--- src/rtl/seg_ascii_pkg.sv ---
// rtl/seg_ascii_pkg.sv - segment patterns, qualifier states and pattern-to-ASCII lookup
package seg_ascii_pkg;

    typedef enum logic {
        SETTLE = 1'b0,
        LOCKED = 1'b1
    } qual_state_t;

    localparam logic [6:0] CHAR_UNKNOWN = 7'h3F;

    // Segment order {g,f,e,d,c,b,a}, a = bit 0, active-high
    localparam logic [6:0] SEG_0     = 7'h3F;
    localparam logic [6:0] SEG_1     = 7'h06;
    localparam logic [6:0] SEG_2     = 7'h5B;
    localparam logic [6:0] SEG_3     = 7'h4F;
    localparam logic [6:0] SEG_4     = 7'h66;
    localparam logic [6:0] SEG_5     = 7'h6D;
    localparam logic [6:0] SEG_6     = 7'h7D;
    localparam logic [6:0] SEG_7     = 7'h07;
    localparam logic [6:0] SEG_7_ALT = 7'h27;
    localparam logic [6:0] SEG_8     = 7'h7F;
    localparam logic [6:0] SEG_9     = 7'h6F;
    localparam logic [6:0] SEG_A     = 7'h77;
    localparam logic [6:0] SEG_B     = 7'h7C;
    localparam logic [6:0] SEG_C     = 7'h39;
    localparam logic [6:0] SEG_D     = 7'h5E;
    localparam logic [6:0] SEG_E     = 7'h79;
    localparam logic [6:0] SEG_F     = 7'h71;
    localparam logic [6:0] SEG_G     = 7'h3D;
    localparam logic [6:0] SEG_H     = 7'h76;
    localparam logic [6:0] SEG_J     = 7'h1E;
    localparam logic [6:0] SEG_L     = 7'h38;
    localparam logic [6:0] SEG_N     = 7'h37;
    localparam logic [6:0] SEG_P     = 7'h73;
    localparam logic [6:0] SEG_Q     = 7'h67;
    localparam logic [6:0] SEG_R     = 7'h31;
    localparam logic [6:0] SEG_U     = 7'h3E;
    localparam logic [6:0] SEG_Y     = 7'h6E;
    localparam logic [6:0] SEG_DASH  = 7'h40;
    localparam logic [6:0] SEG_UNDER = 7'h08;
    localparam logic [6:0] SEG_BLANK = 7'h00;

    // Returns {unknown, char}; patterns shared between glyphs resolve to digits
    function automatic logic [7:0] seg_to_ascii(input logic [6:0] pattern);
        logic [7:0] res;
        res = {1'b1, CHAR_UNKNOWN};
        case (pattern)
            SEG_0:     res = 8'h30;
            SEG_1:     res = 8'h31;
            SEG_2:     res = 8'h32;
            SEG_3:     res = 8'h33;
            SEG_4:     res = 8'h34;
            SEG_5:     res = 8'h35;
            SEG_6:     res = 8'h36;
            SEG_7:     res = 8'h37;
            SEG_7_ALT: res = 8'h37;
            SEG_8:     res = 8'h38;
            SEG_9:     res = 8'h39;
            SEG_A:     res = 8'h41;
            SEG_B:     res = 8'h42;
            SEG_C:     res = 8'h43;
            SEG_D:     res = 8'h44;
            SEG_E:     res = 8'h45;
            SEG_F:     res = 8'h46;
            SEG_G:     res = 8'h47;
            SEG_H:     res = 8'h48;
            SEG_J:     res = 8'h4A;
            SEG_L:     res = 8'h4C;
            SEG_N:     res = 8'h4E;
            SEG_P:     res = 8'h50;
            SEG_Q:     res = 8'h51;
            SEG_R:     res = 8'h52;
            SEG_U:     res = 8'h55;
            SEG_Y:     res = 8'h59;
            SEG_DASH:  res = 8'h2D;
            SEG_UNDER: res = 8'h5F;
            SEG_BLANK: res = 8'h20;
            default:   res = {1'b1, CHAR_UNKNOWN};
        endcase
        return res;
    endfunction

endpackage

--- src/rtl/seg_char_fifo.sv ---
// rtl/seg_char_fifo.sv - small synchronous FIFO for decoded character entries
module seg_char_fifo #(
    parameter int WIDTH = 8,
    parameter int DEPTH = 4
) (
    input  logic             clk,
    input  logic             rst,
    input  logic             push,
    input  logic [WIDTH-1:0] push_data,
    input  logic             pop,
    output logic [WIDTH-1:0] head,
    output logic             full,
    output logic             empty
);

    localparam int AW = $clog2(DEPTH);
    localparam int CW = AW + 1;

    logic [WIDTH-1:0] mem [DEPTH];
    logic [AW-1:0]    wr_ptr;
    logic [AW-1:0]    rd_ptr;
    logic [CW-1:0]    count;
    logic             do_push;
    logic             do_pop;

    assign full    = (count == CW'(DEPTH));
    assign empty   = (count == '0);
    // A pop on a full queue frees the slot the coincident push needs
    assign do_pop  = pop && !empty;
    assign do_push = push && (!full || do_pop);
    assign head    = mem[rd_ptr];

    // Pointer and occupancy update; pointers wrap naturally at power-of-two depth
    always_ff @(posedge clk) begin
        if (rst) begin
            wr_ptr <= '0;
            rd_ptr <= '0;
            count  <= '0;
        end else begin
            if (do_push) begin
                mem[wr_ptr] <= push_data;
                wr_ptr      <= wr_ptr + 1'b1;
            end
            if (do_pop) begin
                rd_ptr <= rd_ptr + 1'b1;
            end
            case ({do_push, do_pop})
                2'b10:   count <= count + 1'b1;
                2'b01:   count <= count - 1'b1;
                default: count <= count;
            endcase
        end
    end

endmodule

--- src/rtl/seg_ascii_reader.sv ---
// rtl/seg_ascii_reader.sv - qualifies a 7-segment bus, decodes to ASCII and queues characters
module seg_ascii_reader
    import seg_ascii_pkg::*;
#(
    parameter int STABLE_CYCLES = 4,
    parameter int FIFO_DEPTH    = 4
) (
    input  logic       clk,
    input  logic       rst,
    input  logic       en,
    input  logic [6:0] seg_in,
    input  logic       al,
    output logic       out_valid,
    input  logic       out_ready,
    output logic [6:0] out_char,
    output logic       out_unknown,
    output logic       overflow,
    input  logic       clr_ovf
);

    localparam int CNT_W = $clog2(STABLE_CYCLES);
    localparam logic [CNT_W-1:0] CNT_LAST = CNT_W'(STABLE_CYCLES - 1);

    qual_state_t      state;
    logic [6:0]       pat_q;
    logic [CNT_W-1:0] cnt;
    logic [6:0]       last_pat;
    logic             last_vld;

    logic [6:0]       norm;
    logic             attempt;
    logic             push;
    logic             fifo_full;
    logic             fifo_empty;
    logic             push_ok;
    logic             drop;
    logic [7:0]       entry;
    logic [7:0]       head;

    assign norm    = al ? seg_in : ~seg_in;
    // Final settle cycle: the pattern has now been seen unchanged long enough
    assign attempt = en && (norm == pat_q) && (state == SETTLE) && (cnt == CNT_LAST);
    // The same pattern twice in a row is one character, not two
    assign push    = attempt && (!last_vld || (pat_q != last_pat));
    assign push_ok = push && (!fifo_full || out_ready);
    assign drop    = push && fifo_full && !out_ready;
    assign entry   = seg_to_ascii(pat_q);

    seg_char_fifo #(
        .WIDTH (8),
        .DEPTH (FIFO_DEPTH)
    ) u_fifo (
        .clk       (clk),
        .rst       (rst),
        .push      (push),
        .push_data (entry),
        .pop       (out_ready),
        .head      (head),
        .full      (fifo_full),
        .empty     (fifo_empty)
    );

    assign out_valid   = !fifo_empty;
    assign out_char    = fifo_empty ? 7'h00 : head[6:0];
    assign out_unknown = fifo_empty ? 1'b0  : head[7];

    // Stability qualifier, dedup memory and sticky overflow flag
    always_ff @(posedge clk) begin
        if (rst) begin
            state    <= SETTLE;
            pat_q    <= '0;
            cnt      <= '0;
            last_pat <= '0;
            last_vld <= 1'b0;
            overflow <= 1'b0;
        end else begin
            if (!en) begin
                cnt   <= '0;
                state <= SETTLE;
            end else if (norm != pat_q) begin
                pat_q <= norm;
                cnt   <= '0;
                state <= SETTLE;
            end else if (state == SETTLE) begin
                if (cnt == CNT_LAST) begin
                    state <= LOCKED;
                end else begin
                    cnt <= cnt + 1'b1;
                end
            end

            if (push_ok) begin
                last_pat <= pat_q;
                last_vld <= 1'b1;
            end

            if (drop) begin
                overflow <= 1'b1;
            end else if (clr_ovf) begin
                overflow <= 1'b0;
            end
        end
    end

endmodule

--- config.mk ---
export PLATFORM = sky130hd
export DESIGN_NAME = seg_ascii_reader
export DESIGN_NICKNAME = d
export VERILOG_FILES = /design/src/rtl/seg_ascii_pkg.sv /design/src/rtl/seg_char_fifo.sv /design/src/rtl/seg_ascii_reader.sv
export SDC_FILE = /design/constraint.sdc
export NUM_CORES = 1
export LEC_CHECK = 0
export CAP_MARGIN = 20
export CORE_UTILIZATION = 30
export CTS_BUF_LIST = sky130_fd_sc_hd__clkbuf_8
export DETAILED_ROUTE_END_ITERATION = 8
export SLEW_MARGIN = 40
export SYNTH_ARGS = -nofsm -noshare
export SYNTH_HDL_FRONTEND = slang
export SYNTH_SLANG_ARGS = --single-unit
--- constraint.sdc ---
create_clock -name clk -period 3.6 [get_ports clk]
set_clock_uncertainty 0.2 [all_clocks]
set_input_delay 0.54 -clock clk [delete_from_list [all_inputs] [get_ports clk]]
set_output_delay 0.54 -clock clk [all_outputs]
set_load 0.01 [all_outputs]
Yosys cells after proc, flatten, opt, wreduce, memory -nomap -nowiden
Memory sizes are Yosys's and may differ from the RTL's. A register that Yosys moved wholly into a read port is not among the register bits.
Cells that the tools add are included.

word-level totals
  register bits after elaboration = 26
  bits in writable memories = 32
  ROM bits = 1,024
  input bits = 13
  output and inout port bits = 10
  word-level logic and storage cells = 64
  memories kept = 2

memory list
  memory           words  bits a word  rd ports  clocked after Yosys merged registers in  wr ports  line                 RTL
  (no name shown)  128    8            1         1                                        0         seg_ascii_pkg.sv:47  case (pattern)
  u_fifo.mem       4      8            1         1                                        1         seg_char_fifo.sv:19  logic [WIDTH-1:0] mem [DEPTH];

cells by class
  add/subtract/negate cells = 5
  equality and inequality tests = 7
  multiplexer cells = 15
  bitwise operators = 4
  reduce and logical (&&, ||, !) cells = 22

operators by type and width
  operator                                          number
  two-way mux 7 bit                                 4
  inequality test 7 bit                             2
  logical AND 1 bit                                 9
  two-way mux 1 bit                                 8
  == test 7 bit                                     1
  inverter 7 bit                                    1
  adder 2 x 1 -> 2 bit, second input constant       3
  case mux 3 bit (2 select lines)                   1
  == test 2 bit, second input constant              2
  zero test 1 bit                                   4
  two-way mux 2 bit                                 2
  AND reduction 2 bit                               2
  nonzero test 2 bit                                2
  adder 3 x 1 -> 3 bit, second input constant       1
  == test 3 bit, second input constant              1
  zero test 3 bit                                   1
  logical OR 1 bit                                  3
  inverter 1 bit                                    3
  OR reduction 3 bit                                1
  subtractor 3 x 1 -> 3 bit, second input constant  1
  == test 2 x 1 -> 1 bit, second input constant     1

Depth between registers and ports, before layout
Gate-level depths: netlist (run 1).

  word-level depth = 11
  depth in mapped cells = 18
  mapped depth without buffers = 15

Cells and area by module
From an unflattened synthesis (run 1), not the netlist that was laid out.

second synthesis, totals
  cells, all modules = 393
  area total of the unflattened synthesis = 3,998.8 µm²

by module, submodules not included
  module            times used  cells each  area each (µm²)  sequential area each (µm²)
  seg_ascii_reader  1           283         2,258.4          540.5
  seg_char_fifo     1           110         1,740.4          1,141.1

Least setup slack after synthesis (run 1)
No wires, ideal clock.

  kind = input -> register
  start point = in seg_in[4]
  end point = reg entry[1] (netlist name)
  library setup time = 117 ps
  arrival time = 3,276 ps
  required time = 3,283 ps
  slack = 7 ps
  cell stages on the path = 15
  path buffers = 3
  cell sequence = buf_2 xnor2_2 nand4_1 or2_1 buf_2 and3_1 buf_2 nand2_1 a21oi_1 inv_1 ha_1 or3_1 a31o_1 a41o_1 a32o_1

on the way
  word-level cells in the longest chain between the ends = 6

ends and longest elaborated chain
  element                                            line                    RTL
  start, declared                                    seg_ascii_reader.sv:11  input logic [6:0] seg_in,
  inverter 7 bit                                     seg_ascii_reader.sv:40  assign norm = al ? seg_in : ~seg_in;
  two-way mux 7 bit *                                seg_ascii_reader.sv:40
  inequality test 7 bit                              seg_ascii_reader.sv:80  end else if (norm != pat_q) begin
  AND reduction 2 bit (no source line)               -
  two-way mux 7 bit (no source line) * (2 in a row)  -

Every way passes the cells marked *; elsewhere a longest branch is shown, timed or not.
A chain may end at the register's enable or synchronous reset.

Worst setup path after layout (run 1)
  start point = in seg_in[6]
  end point = reg entry[1] (netlist name)

on the way
  word-level cells in the longest chain between the ends = 6

ends and longest elaborated chain
  element                                            line
  inverter 7 bit                                     seg_ascii_reader.sv:40
  two-way mux 7 bit *                                seg_ascii_reader.sv:40
  inequality test 7 bit                              seg_ascii_reader.sv:80
  AND reduction 2 bit (no source line)               -
  two-way mux 7 bit (no source line) * (2 in a row)  -

Marks and branches as above.

==> flow_summary.json, run 1 <==
{
  "status": "complete, no violations",
  "fin_crit_ns": 3.368,
  "synthDistinctLibCells": 65,
  "relSlewSlack_pct": 64.66,
  "die_area_um2": 13660,
  "rsz0062_at_grt": "false",
  "cts_tree": "built",
  "crit_path_max_fanout": 4,
  "drt_iter0_drc": 336,
  "path_cells": "clkdlybuf4s50_1 > xnor2_1 > nand4_1 > or2_1 > nand3_2 > nand2_1 > a21oi_1 > inv_1 > ha_1 > or3_1 > a31o_1 > a41o_1 > a32o_1",
  "cts_setup_buffers": 0,
  "multi_input_comb_area_um2": 2085,
  "yosys-top-cells-area": "edfxtp_1, dfxtp_1, mux4_2",
  "finalInstanceArea_um2": 4999,
  "drc": 0,
  "cp.required_ns": 3.63,
  "clk_pin_slew_worst_paths_ns": 0.07,
  "overflow": 0,
  "p_total_mw": 1.807,
  "cp-start-kind": "input port",
  "cts.sinks": 68,
  "max_stage_delay_ns": 0.44,
  "clk_latency_ns": 0.34,
  "syn_nets": 419,
  "portBuffers": 22,
  "drt-wirelength-per-cell_um": 15.32,
  "yosysTopAreaCellShare_pct": 24.27,
  "setup_viol": 0,
  "cts_hold_buf": 0,
  "hpwl_um": 7434,
  "hold_viol_final": 0,
  "rows": 41,
  "final_min_period_over_clock_period_pct": 93.56,
  "yosys_warnings": 0,
  "diodes": 0,
  "htreeDepth": 3,
  "initial_core_util_pct": 31.13,
  "crit_family": "simple AND/OR/NAND/NOR gates",
  "slew_violations": 0,
  "grt_pass1_vias": 3200,
  "drtAntennaViolNets": 0,
  "numCtsBuffers": 9,
  "grt_max_degree": 29,
  "synth_area_per_cell_um2": 10.10,
  "placed_cells": 627,
  "worst-path-buf-inv": 2,
  "crit_type": "in -> reg",
  "maxCapViolations": 0,
  "powerDensity_nw_per_um2": 361.4,
  "max_clock_freq_ghz": 0.2969,
  "dp_slack_ns": -0.1150,
  "hp-class": "reg -> reg",
  "seq_area_frac_synth_pct": 42.46,
  "syn_area_um2": 3960,
  "worstMarginPinSlew_ns": 0.5294,
  "antenna_found_initial": 0,
  "p_leak_nw": 1.824,
  "postPlaceCellArea_um2": 4798,
  "core-area_um2": 12720,
  "grt_use_total_pct": 15.81,
  "num_io_pins": 23,
  "worst_ep_arrival_time_ns": 3.40,
  "die_x_um": 116.9,
  "synth_area_leader_cell": "edfxtp_1",
  "regArea_um2": 1682,
  "die_h_um": 116.9,
  "ys_async_sr_fraction_pct": 0,
  "layout.nets": 493,
  "final_cell_mix": "buf_4, nor2_1, dfxtp_1",
  "vias": 3232,
  "cp_slowest_cell": "clkdlybuf4s50_1",
  "clk_path_buf_depth": 2,
  "postSynthCellCount": 392,
  "ir_drop_mv": 0.1740,
  "nFillCells": 1277,
  "dr.pass1.iters": 5,
  "drt_wl_total_um": 9852,
  "ys_seq_elements": 68,
  "synth_ff_type": "dfxtp_1",
  "cts_root_buf": "clkbuf_8",
  "grt_pass1_wl_um": 16310,
  "finalCoreUtilization_pct": 39.29,
  "end_kind": "flop",
  "mostFrequentLayoutCell": "buf_4",
  "area.growth.synth_to_final_pct": 26.22,
  "gp_congestion": 0.8849,
  "synth_edf_count": 32,
  "setup_slack_ns": 0.2320,
  "viasPerCell": 5.026,
  "final_cells": 643,
  "drive_above_1_share_pct": 22.29
}
## metrics by stage
step	setup TNS (ns)	hold WS, ns
after global routing	0	0.3213
after detailed placement	-0.2723	0.2622
final	0	0.2744
after CTS	0	0.2822
after global placement	-0.5427	0.2572
after floorplan	0	0.2383
## power by group
part / internal (mW) / total [mW] / switching, mW / leakage, nW
clock: 0.312 / 0.602 / 0.289 / 0.105
combinational: 0.153 / 0.328 / 0.175 / 1.15
sequential: 0.846 / 0.877 / 0.0305 / 0.572
## routing by layer
layer / vias up / routed length [um] / track usage (%)
li1: 1558 / - / -
met1: 1549 / 4490 / 19.97
met2: 102 / 4691 / 26.04
met3: 23 / 461 / 3.708
met4: 0 / 209 / 6.498
met5: - / 0 / 0
## path summary, 6_finish.rpt
path | startpoint | endpoint | slack, ns | depth (start not counted)
worst max-delay path | seg_in[6] | entry[1] | 0.23 | 13
worst min-delay path | last_vld | last_vld | 0.27 | 2
worst max register to register | pat_q[4] | entry[1] | 0.39 | 12
worst min register to register | last_vld | last_vld | 0.27 | 2
## synth_stat cells, types with 4 or more instances
master / n
a21oi_1: 19
and2_1: 11
and3_1: 8
buf_2: 8
buf_6: 4
clkbuf_1: 11
dfxtp_1: 36
edfxtp_1: 32
ha_1: 13
inv_1: 15
mux2i_1: 17
mux4_2: 8
nand2_1: 29
nand3_1: 9
nand4_1: 6
nor2_1: 37
nor2b_1: 7
nor3_1: 4
o21ai_0: 15
o22ai_1: 5
xnor2_1: 20
xnor2_2: 4
xor2_1: 7
## sequential cells by signal (all words and copies together), names as in the netlist, named ones only
name / count
cnt: 2
state: 1
last_pat: 7
u_fifo.count: 3
pat_q: 7
u_fifo.wr_ptr: 2
overflow: 1
last_vld: 1
entry: 8
u_fifo.rd_ptr: 2
u_fifo.mem: 32
## final cells by class
cell class | count | area share [%]
multi-input combinational | 280 | 41.70
sequential | 68 | 33.64
timing repair buffer | 90 | 15.37
tap | 172 | 4.305
clock buffer | 9 | 2.478
inverter | 17 | 1.277
clock inverter | 7 | 1.227
## what timing repair did
| item | 4_1_cts | 5_1_grt |
|---|---|---|
| gates resized for setup | 0 | 3 |
| endpoints found under the setup margin | 0 | 2 |
| endpoints found under the hold margin | 0 | 0 |
## cells by family after synthesis
logic type                 synth area share [%]
buffers and inverters                     5.276
muxes                                     10.74
DFF                                       42.46
adders and majority gates                 4.613
xor gates and xnor gates                  7.615
and+or+nand+nor                           16.78
AOI/OAI and AO/OA                         12.51
## worst min-delay path, cell delays in order, from the launching register on
cell     delay (ns)
dfxtp_1        0.33
nor2_1         0.05
nor2_1         0.06
No activity file was read; power rests on OpenSTA's default activity.
==> inputs of run 2 (changes only) <==
--- a/config.mk
+++ b/config.mk
@@ -8,7 +8,9 @@
 export CAP_MARGIN = 20
 export CORE_UTILIZATION = 30
 export CTS_BUF_LIST = sky130_fd_sc_hd__clkbuf_8
+export CTS_CLUSTER_DIAMETER = 120
 export DETAILED_ROUTE_END_ITERATION = 8
+export PLACE_DENSITY = 0.5
 export SLEW_MARGIN = 40
 export SYNTH_ARGS = -nofsm -noshare
 export SYNTH_HDL_FRONTEND = slang
==> run 2 against run 1 <==
- clock-buffer cell count unchanged
- critical path depth unchanged
- die area unchanged
- highest routed layer unchanged
- non-clock buffer count increased by 4
- register-to-register slack improved by 0.05 ns
- wire length increased by 2.4%
- cell count increased by 0.62%
==> flow_summary.json, run 2 (synthesis gave the netlist of run 1 again) <==
{
  "grt_pass1_wl_um": 16620,
  "clk_latency_ns": 0.34,
  "cp-start-kind": "input port",
  "crit_type": "in -> reg",
  "powerDensity_nw_per_um2": 372.5,
  "path_cells": "clkdlybuf4s50_1 > xnor2_1 > nor4_1 > nand2_1 > nand3_2 > nand2_1 > a21oi_1 > inv_1 > ha_1 > or3_1 > a31o_1 > a41o_1 > a32o_1",
  "p_leak_nw": 1.848,
  "cp.required_ns": 3.64,
  "hp-class": "reg -> reg",
  "area.growth.synth_to_final_pct": 27.05,
  "dp_slack_ns": -0.1586,
  "mostFrequentLayoutCell": "buf_4",
  "final_min_period_over_clock_period_pct": 94.78,
  "portBuffers": 22,
  "endpoint": "entry[1]",
  "cp.depth": 13,
  "hold_viol_final": 0,
  "dr.pass1.iters": 4,
  "viasPerCell": 4.890,
  "hpwl_um": 7851,
  "worstMarginPinSlew_ns": 0.5565,
  "p_total_mw": 1.874,
  "die_x_um": 116.9,
  "crit_path_frequent_cell": "nand2_1",
  "end_kind": "flop",
  "grt_use_total_pct": 16.47,
  "grt_pass1_vias": 3160,
  "drtAntennaViolNets": 0,
  "drive_above_1_share_pct": 22.74,
  "crit_path_max_fanout": 4,
  "finalInstanceArea_um2": 5031,
  "die_h_um": 116.9,
  "top_register": "u_fifo.mem",
  "crit_family": "simple AND/OR/NAND/NOR gates",
  "cts_root_buf": "clkbuf_8",
  "cts_setup_buffers": 0,
  "worst-path-buf-inv": 2,
  "htreeDepth": 3,
  "die_area_um2": 13660,
  "max_clock_freq_ghz": 0.2931,
  "drt_iter0_drc": 176,
  "maxCapViolations": 0,
  "slew_violations": 0,
  "worst_ep_arrival_time_ns": 3.45,
  "r2r_end": "entry[1]",
  "relSlewSlack_pct": 62.85,
  "r2r.worst_path.cells": 12,
  "largest_reg_flops": 32,
  "vias": 3164,
  "cp_slowest_cell": "clkdlybuf4s50_1",
  "final_cell_mix": "buf_4, nor2_1, dfxtp_1",
  "rows": 41,
  "cts_tree": "built",
  "setup_slack_ns": 0.1881,
  "overflow": 0,
  "status": "complete, no violations",
  "setup_viol": 0,
  "num_io_pins": 23,
  "cts.sinks": 68,
  "drc": 0,
  "numCtsBuffers": 9,
  "worstReg2RegStart": "pat_q[5]",
  "clk_path_buf_depth": 2,
  "postPlaceCellArea_um2": 4816,
  "startpoint": "seg_in[0]",
  "gp_congestion": 0.9002,
  "diodes": 0,
  "core-area_um2": 12720,
  "initial_core_util_pct": 31.13,
  "grt_max_degree": 18,
  "layout.nets": 497,
  "nFillCells": 1294,
  "r2r_setup_slack_ns": 0.44,
  "antenna_found_initial": 0,
  "drt-wirelength-per-cell_um": 15.60,
  "ir_drop_mv": 0.1568,
  "max_stage_delay_ns": 0.45,
  "rsz0062_at_grt": "false",
  "clk_pin_slew_worst_paths_ns": 0.08,
  "drt_wl_total_um": 10090,
  "fin_crit_ns": 3.412
}
run 2: routing by layer:
layer / global-route usage [%] / up-vias / wire [um]
met5: 0 / - / 0
met4: 6.160 / 0 / 170
met3: 3.502 / 20 / 502
met2: 26.63 / 85 / 4768
met1: 21.68 / 1495 / 4651
li1: - / 1564 / -
run 2: layout make-up:
class | instances | area, um2 | share of cell area [%]
well taps | 172 | 215.2 | 4.278
flip-flops and latches | 68 | 1682 | 33.42
clock inverters | 7 | 85.08 | 1.691
inverters | 17 | 63.81 | 1.268
clock buffers | 9 | 123.9 | 2.462
repair buffers | 94 | 785.8 | 15.62
multi-input cells | 280 | 2076 | 41.26
run 2: worst min-delay path by stage:
stage                        start                to  cells after the start  slack [ns]
after floorplan           entry[0]  u_fifo.mem[0][0]                      0        0.24
after global placement    last_vld          last_vld                      2        0.25
after detailed placement  last_vld          last_vld                      2        0.27
after CTS                 last_vld          last_vld                      2        0.28
after global routing      entry[2]  u_fifo.mem[1][2]                      0        0.30
final                     entry[2]  u_fifo.mem[1][2]                      0        0.28
run 2: what timing repair did:
item	4_1_cts	5_1_grt
setup endpoints to repair	0	1
resized for setup	0	1
hold buffers	0	0
run 2: metrics by stage:
stage | cells | hold WS, ns | setup TNS [ns] | util [%]
4_1_cts | 647 | 0.2835 | 0 | 39.50
3_3_place_gp | 631 | 0.2546 | -0.5674 | 37.85
2_1_floorplan | 392 | 0.2383 | 0 | -
5_1_grt | 647 | 0.2960 | 0 | 39.55
3_5_place_dp | 631 | 0.2657 | -0.6347 | 37.85
6_report | 647 | 0.2791 | 0 | 39.55
run 2: where the power goes:
part,total (mW),internal (mW),switching [mW]
registers,0.872,0.846,0.0257
logic,0.337,0.158,0.180
clock network,0.665,0.382,0.282
total,1.87,1.39,0.488
==> inputs of run 3 (changes only) <==
--- a/config.mk
+++ b/config.mk
@@ -7,8 +7,7 @@
 export LEC_CHECK = 0
 export CAP_MARGIN = 20
 export CORE_UTILIZATION = 30
-export CTS_BUF_LIST = sky130_fd_sc_hd__clkbuf_8
-export CTS_CLUSTER_DIAMETER = 120
+export CTS_CLUSTER_DIAMETER = 40
 export DETAILED_ROUTE_END_ITERATION = 8
 export PLACE_DENSITY = 0.5
 export SLEW_MARGIN = 40
==> run 3 against run 2 <==
- sequential power barely moved
- first-iteration DRC count up 18%
- sequential cell count stayed put
- register-to-register slack about the same
- clock power up 38%
- combinational power hardly changed
- via count barely moved
- wire length grew 0.29%
- worst hold slack worse by 0.0033 ns
- critical path depth did not move
- die area is the same
- non-clock buffer count stayed put
- critical path type unchanged
- critical endpoint unchanged
- largest power group is now the clock network
- highest routed layer unchanged
==> flow_summary.json, run 3 (synthesis gave the netlist of run 1 again) <==
{
  "status": "complete, no violations",
  "top_register": "u_fifo.mem",
  "viasPerCell": 4.895,
  "crit_path_max_fanout": 4,
  "drtAntennaViolNets": 0,
  "layout.nets": 497,
  "drive_above_1_share_pct": 23.16,
  "drc": 0,
  "hpwl_um": 7851,
  "drt_wl_total_um": 10120,
  "finalCoreUtilization_pct": 40.45,
  "portBuffers": 22,
  "end_kind": "flop",
  "htreeDepth": 3,
  "drt_iter0_drc": 208,
  "ctsResizeCount": 0,
  "antenna_found_initial": 0,
  "area.growth.synth_to_final_pct": 29.95,
  "hold_viol_final": 0,
  "ir_drop_mv": 0.1701,
  "final_cells": 647,
  "gp_congestion": 0.9002,
  "numCtsBuffers": 9,
  "die_area_um2": 13660,
  "fin_crit_ns": 3.406,
  "relSlewSlack_pct": 63.26,
  "cts_hold_buf": 0,
  "hp-class": "reg -> reg",
  "worst_ep_arrival_time_ns": 3.42,
  "largest_reg_flops": 32,
  "rows": 41,
  "diodes": 0,
  "cts.sinks": 68,
  "setup_viol": 0,
  "placed_cells": 631,
  "initial_core_util_pct": 31.13,
  "cp-start-kind": "input port",
  "mostFrequentLayoutCell": "buf_4",
  "cp.required_ns": 3.61,
  "max_clock_freq_ghz": 0.2936,
  "drt-wirelength-per-cell_um": 15.64,
  "powerDensity_nw_per_um2": 413.6,
  "dr.pass1.iters": 4,
  "grt_max_degree": 18,
  "core-area_um2": 12720,
  "die_h_um": 116.9,
  "clk_path_buf_depth": 2,
  "clk_latency_ns": 0.32,
  "grt_pass1_wl_um": 16620,
  "grt_use_total_pct": 16.48,
  "nFillCells": 1279,
  "worstMarginPinSlew_ns": 0.5503,
  "overflow": 0,
  "grt_pass1_vias": 3154,
  "setup_tns_ns": 0,
  "cts_root_buf": "clkbuf_16",
  "p_leak_nw": 1.891,
  "rsz0062_at_grt": "false",
  "crit_type": "in -> reg",
  "vias": 3167,
  "final_cell_mix": "buf_4, nor2_1, dfxtp_1",
  "p_total_mw": 2.128,
  "num_io_pins": 23,
  "final_min_period_over_clock_period_pct": 94.61,
  "maxCapViolations": 0,
  "cts_setup_buffers": 0,
  "clk_pin_slew_worst_paths_ns": 0.06,
  "cts_tree": "built",
  "slew_violations": 0,
  "die_x_um": 116.9
}
run 3: cell count changes in the layout (fill, tap and decap cells not counted):
cell       before  now
clkbuf_1        0    2
clkbuf_16       0    9
clkbuf_8        9    0
inv_1          17   15
nor4_1          1    0
nor4_2          1    2
xnor2_1        20   19
xnor2_2         4    5
run 3: path summary, 6_finish.rpt:
| path | start | endpoint | slack [ns] | depth (start not counted) |
|---|---|---|---|---|
| worst max-delay path | seg_in[5] | entry[1] | 0.19 | 13 |
| worst min-delay path | entry[2] | u_fifo.mem[1][2] | 0.28 | 0 |
| worst min register to register | entry[2] | u_fifo.mem[1][2] | 0.28 | 0 |
| worst max register to register | pat_q[5] | entry[1] | 0.44 | 12 |
run 3: cell type report:
class	instances	area (um2)	area share, %
Multi-Input combinational cell	280	2090	40.60
Clock buffer	11	232.7	4.522
Inverter	17	63.81	1.240
Timing Repair Buffer	94	785.8	15.27
Clock inverter	5	77.57	1.507
Tap cell	172	215.2	4.182
Sequential cell	68	1682	32.68
run 3: metrics by stage:
| step | worst slack, ns | hold slack (ns) | cell area, um2 |
|---|---|---|---|
| after floorplan | 0.007088 | 0.2383 | 3960 |
| after global placement | -0.1425 | 0.2546 | 4816 |
| after detailed placement | -0.1586 | 0.2657 | 4816 |
| after CTS | 0.1667 | 0.2788 | 5126 |
| after global routing | 0.04535 | 0.2968 | 5146 |
| final | 0.1939 | 0.2759 | 5146 |
run 3: layer usage:
metal | wire length [um] | track usage [%]
met1 | 4730 | 21.68
met5 | 0 | 0
met2 | 4806 | 26.67
met3 | 403 | 3.502
met4 | 180 | 6.160
run 3: worst max-delay path, stage by stage:
cell and delay [ns]:
clkdlybuf4s50_1 0.43, xnor2_1 0.26, nand4_1 0.13, or2_1 0.27, nand3_2 0.09, nand2_1 0.07, a21oi_1 0.21, inv_1 0.12
ha_1 0.24, or3_1 0.38, a31o_1 0.24, a41o_1 0.20, a32o_1 0.24
run 3: report_power, final:
group / switching (mW) / leakage, nW / total (mW) / internal, mW
registers: 0.0257 / 0.572 / 0.873 / 0.848
clock network: 0.311 / 0.150 / 0.915 / 0.604
logic: 0.182 / 1.17 / 0.340 / 0.159
